File: src/rtl/cs0_mem_pkg.sv
// Shared types and constants for the CS0 memory bridge.
package cs0_mem_pkg;

  typedef enum logic [2:0] {IDLE, WAIT, REQ, BUSY, DONE} state_t;

  localparam logic        MEM_SEL_ROM  = 1'b0;
  localparam logic        MEM_SEL_SRAM = 1'b1;
  localparam logic [15:0] DO_IDLE      = 16'hFFFF;

  // The counter is loaded on the start tick, so a wait of N ticks loads N-1.
  // A wait of 0 still spends one tick in WAIT.
  function automatic logic [3:0] wait_load(input logic [3:0] n);
    return (n == 4'd0) ? 4'd0 : n - 4'd1;
  endfunction

endpackage

File: src/rtl/cs0_wait_cnt.sv
// 4-bit loadable down-counter with clock enable and zero flag; saturates at 0.
module cs0_wait_cnt (
  input  logic       clk,
  input  logic       rst,
  input  logic       ce,
  input  logic       load,
  input  logic [3:0] load_val,
  output logic       zero
);

  logic [3:0] cnt;

  // Load wins over decrement; never wraps below zero.
  always_ff @(posedge clk) begin
    if (rst)                     cnt <= 4'd0;
    else if (load)               cnt <= load_val;
    else if (ce && cnt != 4'd0)  cnt <= cnt - 4'd1;
  end

  assign zero = (cnt == 4'd0);

endmodule

File: src/rtl/cs0_mem_bridge.sv
// cs0_mem_bridge: turns each SH-2 CS0 ROM / backup-SRAM bus cycle into one
// request/ready transaction on the external memory port, holding WTIN_N low
// until the data is ready and for at least ROM_WAIT / SRAM_WAIT CE_R ticks.
// Optional macro CS0_MEM_TIMEOUT_EN: a BUSY timeout of TIMEOUT CE_R ticks
// forces completion (reads return 16'hFFFF).
module cs0_mem_bridge
  import cs0_mem_pkg::*;
#(
  parameter int ROM_WAIT  = 2,
  parameter int SRAM_WAIT = 4,
  parameter int TIMEOUT   = 255
) (
  input  logic        CLK,
  input  logic        RST,
  input  logic        CE_R,
  input  logic [18:0] A,
  input  logic [15:0] DI,
  output logic [15:0] DO,
  input  logic        ROMCE_N,
  input  logic        SRAMCE_N,
  input  logic        MOE_N,
  input  logic        MWR_N,
  output logic        WTIN_N,
  output logic [18:0] MEM_ADDR,
  output logic        MEM_SEL,
  output logic        MEM_RD,
  output logic        MEM_WR,
  output logic [7:0]  MEM_DIN,
  input  logic [15:0] MEM_DOUT,
  input  logic        MEM_RDY
);

  localparam logic [3:0] ROM_LD  = wait_load(4'(ROM_WAIT));
  localparam logic [3:0] SRAM_LD = wait_load(4'(SRAM_WAIT));
  localparam logic [7:0] TMO     = 8'(TIMEOUT);

  state_t state, state_nxt;
  logic   sel, strb, active, start;
  logic   rd;
  logic   wait_zero;
  logic   req_fire, rsp_take, tmo_hit, tmo_reach;
  logic   unused_di;

  assign unused_di = ^DI[15:8];

  assign sel    = ~ROMCE_N | ~SRAMCE_N;
  assign strb   = ~MOE_N | ~MWR_N;
  assign active = sel & strb;
  assign start  = active & (state == IDLE);

  // No register in the path: the bus controller sees the wait on the first strobe cycle.
  assign WTIN_N = ~(active & (start | (state inside {WAIT, REQ, BUSY})));

  cs0_wait_cnt u_wait (
    .clk      (CLK),
    .rst      (RST),
    .ce       (CE_R && state == WAIT),
    .load     (CE_R && start),
    .load_val (~SRAMCE_N ? SRAM_LD : ROM_LD),
    .zero     (wait_zero)
  );

`ifdef CS0_MEM_TIMEOUT_EN
  logic [7:0] tmo_cnt;

  // Counts CE_R ticks spent in BUSY; cleared whenever BUSY is left.
  always_ff @(posedge CLK) begin
    if (RST || state != BUSY) tmo_cnt <= 8'd0;
    else if (CE_R)            tmo_cnt <= tmo_cnt + 8'd1;
  end

  assign tmo_reach = CE_R && ((tmo_cnt + 8'd1) == TMO);
`else
  logic unused_tmo;
  assign unused_tmo = ^TMO;
  assign tmo_reach  = 1'b0;
`endif

  // State register.
  always_ff @(posedge CLK) begin
    if (RST) state <= IDLE;
    else     state <= state_nxt;
  end

  // Next state. REQ and BUSY react on any CLK: the request is a one-CLK
  // pulse and MEM_RDY is a one-CLK completion that must not be missed.
  always_comb begin
    state_nxt = state;
    req_fire  = 1'b0;
    rsp_take  = 1'b0;
    tmo_hit   = 1'b0;
    case (state)
      IDLE: if (CE_R && start) state_nxt = WAIT;
      WAIT: if (CE_R) begin
        if (!active)        state_nxt = IDLE;
        else if (wait_zero) state_nxt = REQ;
      end
      REQ: begin
        if (!active) state_nxt = IDLE;
        else if (rd || MEM_SEL == MEM_SEL_SRAM) begin
          req_fire  = 1'b1;
          state_nxt = BUSY;
        end else state_nxt = DONE;   // ROM write: nothing to do
      end
      BUSY: begin
        if (MEM_RDY) begin
          rsp_take  = 1'b1;
          state_nxt = active ? DONE : IDLE;
        end else if (tmo_reach) begin
          tmo_hit   = 1'b1;
          state_nxt = DONE;
        end
      end
      DONE:    if (CE_R && !active) state_nxt = IDLE;
      default: state_nxt = IDLE;
    endcase
  end

  // Request latch, request pulses and read data capture.
  always_ff @(posedge CLK) begin
    if (RST) begin
      DO       <= DO_IDLE;
      MEM_RD   <= 1'b0;
      MEM_WR   <= 1'b0;
      MEM_ADDR <= 19'd0;
      MEM_SEL  <= MEM_SEL_ROM;
      MEM_DIN  <= 8'd0;
      rd       <= 1'b0;
    end else begin
      MEM_RD <= req_fire & rd;
      MEM_WR <= req_fire & ~rd;
      if (CE_R && start) begin
        MEM_ADDR <= A;
        MEM_SEL  <= ~SRAMCE_N ? MEM_SEL_SRAM : MEM_SEL_ROM;
        MEM_DIN  <= DI[7:0];
        rd       <= ~MOE_N;
      end
      if (rsp_take && rd)     DO <= MEM_DOUT;
      else if (tmo_hit && rd) DO <= DO_IDLE;
    end
  end

endmodule

File: config.mk
export PLATFORM = sky130hd
export DESIGN_NAME = cs0_mem_bridge
export DESIGN_NICKNAME = d
export VERILOG_FILES = /design/src/rtl/cs0_mem_pkg.sv /design/src/rtl/cs0_wait_cnt.sv /design/src/rtl/cs0_mem_bridge.sv
export SDC_FILE = /design/constraint.sdc
export NUM_CORES = 1
export LEC_CHECK = 0
export CAP_MARGIN = 30
export CORE_MARGIN = 1
export CORE_UTILIZATION = 45
export CTS_BUF_LIST = sky130_fd_sc_hd__clkbuf_4
export DETAILED_ROUTE_END_ITERATION = 7
export PLACE_DENSITY = 0.93
export SLEW_MARGIN = 10
export SYNTH_ARGS = -nofsm -noshare
export SYNTH_HDL_FRONTEND = slang
export SYNTH_SLANG_ARGS = --single-unit
export TNS_END_PERCENT = 50
File: constraint.sdc
create_clock -name CLK -period 3.9 [get_ports CLK]
set_clock_uncertainty 0.1 [all_clocks]
set_input_delay 0.78 -clock CLK [delete_from_list [all_inputs] [get_ports CLK]]
set_output_delay 0.78 -clock CLK [all_outputs]
set_load 0.01 [all_outputs]
==> impl_metrics.yaml <==
worst_setup_path:
  critical_path_buf_inv_count: 3
  crit_type: "in2out"
  crit_family: "buffers and inverters"
  timing.critical_path.from: "MOE_N"
  start_kind: "primary input"
  worst_r2r_endpoint: "DO[10]$_SDFFE_PP1P_"
  cp_data_required_time_ps: 3020
  path_max_fanout: 4
  critical_path_depth: 4
  rrSetupSlack_ps: 1930
  endpoint: "WTIN_N"
  r2r.worst_path.cells: 4
  critPathMaxStageDelay_ps: 510
  cp.arrival_ps: 2220
  r2r_start: "state[0]$_SDFFE_PP0P_"
  crit_chain: "clkdlybuf4s50_1, a221oi_4, inv_1, clkdlybuf4s50_1"
  setup.worst_path.end_class: "output port"
  slowest_stage: "clkdlybuf4s50_1"
  crit_top_cell: "clkdlybuf4s50_1"
sta:
  tightest_slew_ps: 882
  clock.fmax_ghz: 0.323
  relSlewSlack: 0.412
  fin_tns_setup_ps: 0
  maxSlewViolCount: 0
  setup_viol: 0
  rsz0062_at_grt: "false"
  fin_ws_ps: 800
  period_share: 0.795
  final-hold-violation-count: 0
  finalCriticalPeriod_ps: 3100
clock_tree:
  cts-root-buf: "clkbuf_4"
  cts_hold_buffers: 0
  ctsResizeCount: 0
  h-tree-depth: 2
  worstSkewPairLatency_ps: 360
  cts_tree: "done"
  cts_made_buffers: 5
  clkSinkCount: 54
  post-cts-setup-buffers: 0
  clock_path_buffers: 2
  path_clk_slew_ps: 150
power_and_ir_drop:
  switchingPower_uw: 275
  p_total_uw: 1030
  pwr_density_cell_mw_per_mm2: 321
  p_leak_uw: 0.00122
  p_comb_frac: 0.195
  ir_worst_vdd_uv: 238
  netSwitchingFraction: 0.266
  power.share.clock: 0.231
  p_seq_frac: 0.575
  internal_power_uw: 758
synthesis:
  synth_seq_cells: 54
  synth-edff-count: 0
  syn_area_mm2: 0.00221
  ys_top_cells_by_count: "nand2_1 (91), dfxtp_1 (54), a21oi_1 (29)"
  synth.area.top_cells: "dfxtp_1 (49%), nand2_1 (15%), a21oi_1 (6.6%), nand3b_1 (5.4%), buf_6 (2.0%)"
  synth_top_area_share: 0.488
  yosys_warnings: 0
  avgSynthCellArea_um2: 8.33
  seq_area_frac_synth: 0.488
  async_flop_share: 0
  netlist_instances: 266
  yosysUniqueCellTypes: 39
  synth_top_cell_by_area: "dfxtp_1"
  yosys_most_used_dff: "dfxtp_1"
  syn_nets: 327
  synth_most_common_cell: "nand2_1"
grt:
  grt_util_met2: 0.373
  grt_overflow_total: 0
  grtUsageTotal: 0.208
  use_met1: 0.231
  grt_max_degree: 57
  grt.busiest_layer: "met2"
  first_global_vias: 1931
  grt_first_pass_wirelength_mm: 8.58
  grtUsageMet3: 0.0764
  antenna_found_initial: 0
floorplan:
  die_w_um: 72.2
  rows: 25
  core_mm2: 0.00472
  die-area_mm2: 0.00521
  die_y_um: 72.2
  start_util: 0.469
  io_pins: 106
run_status:
  outcome: "finished clean"
route:
  drc: 0
  drt_iter0_markers: 118
  first_pass_iters: 4
  wl_mm: 5.16
  num_vias: 2080
  viasPerCell: 4.94
  wl_per_cell_um: 12.3
  drtAntennaViolNets: 0
finish:
  syn2layout_area_growth_pct: 45.3
  nets: 414
  diodes: 0
  drive_above_1_share: 0.0395
flow_run:
  max_cap_violations: 0
min_path:
  hp-class: "reg2reg"
placed_design:
  pre_cts_ws_ps: 802
  place_hpwl_mm: 3.68
  gp_congestion: 0.855
  port_buffers: 97
registers in the layout, summed over array words and instances (netlist names):
name and flops:
DO 16, MEM_ADDR 19, MEM_DIN 8, MEM_RD 1
MEM_SEL 1, MEM_WR 1, rd 1, state 3
u_wait.cnt 4
final cells by class:
cell class                 count  area [µm²]
fill                         386        1510
tap                           67        83.8
clock inverter                 3        16.3
multi-input combinational    189        1000
inverter                       4        15.0
sequential                    54        1080
timing repair buffer          99         981
clock buffer                   5        37.5
cells by family after synthesis:
| group | Yosys count | share of synthesized area |
|---|---|---|
| AND/OR/NAND/NOR | 139 | 0.298 |
| multiplexers | 2 | 0.00960 |
| flip-flops | 54 | 0.488 |
| adder cells (fa/ha/maj) | 2 | 0.0113 |
| XOR/XNOR | 3 | 0.0119 |
| AO/OA/AOI/OAI | 43 | 0.122 |
| buffers and inverters | 23 | 0.0593 |
worst min path at each step:
| stage | start | endpoint | slack, ps | depth (start not counted) |
|---|---|---|---|---|
| finish | MEM_DIN[6]$_SDFFE_PP0P_ | MEM_DIN[6]$_SDFFE_PP0P_ | 360 | 2 |
| global route | MEM_ADDR[5]$_SDFFE_PP0P_ | MEM_ADDR[5]$_SDFFE_PP0P_ | 380 | 2 |
| CTS | MEM_ADDR[10]$_SDFFE_PP0P_ | MEM_ADDR[10]$_SDFFE_PP0P_ | 370 | 2 |
| detailed placement | MEM_DIN[7]$_SDFFE_PP0P_ | MEM_DIN[7]$_SDFFE_PP0P_ | 350 | 2 |
| global placement | MEM_DIN[7]$_SDFFE_PP0P_ | MEM_DIN[7]$_SDFFE_PP0P_ | 340 | 2 |
| floorplan | rd$_SDFFE_PP0P_ | MEM_WR$_SDFF_PP0_ | 370 | 1 |
cells in the final DEF, fill, tap and decap left out, types with 2 or more instances in the layout:
cell type / Yosys / final
nor2_1: 3 / 3
inv_1: 4 / 4
clkinv_1: 0 / 2
clkbuf_4: 0 / 5
nor3_1: 8 / 8
buf_4: 3 / 2
nand3_1: 5 / 5
o21ai_0: 3 / 3
or3_1: 3 / 3
xor2_1: 2 / 2
nand3b_1: 16 / 16
dfxtp_1: 54 / 54
a21oi_1: 29 / 29
a211oi_1: 3 / 3
clkdlybuf4s50_1: 0 / 96
nand2_1: 91 / 91
nand2b_1: 2 / 2
ha_1: 2 / 2
nor3b_1: 2 / 2
metrics by stage:
stage,area (µm²),hold WS [ps],instances,utilization
2_1_floorplan,2210,371,266,-
3_3_place_gp,3160,341,413,0.670
3_5_place_dp,3160,346,413,0.670
4_1_cts,3220,365,421,0.681
5_1_grt,3220,379,421,0.681
6_report,3220,361,421,0.681
per-layer routing:
layer | vias to the layer above | part of all wire
li1 | 1062 | -
met1 | 938 | 0.41
met2 | 74 | 0.49
met3 | 6 | 0.088
met4 | 0 | 0.013
met5 | - | 0
worst min-delay path, cell delays in order (launching register included):
cell	delay, ps
dfxtp_1	340
nand2_1	50
a21oi_1	50
power groups by stage:
stage          sequential [µW]  clock [µW]  combinational (µW)
2_1_floorplan              609           0                96.7
3_3_place_gp               604           0                 198
3_5_place_dp               606           0                 202
4_1_cts                    594         250                 203
5_1_grt                    597         271                 221
6_report                   594         238                 201
Power figures use the tool's default switching activity.
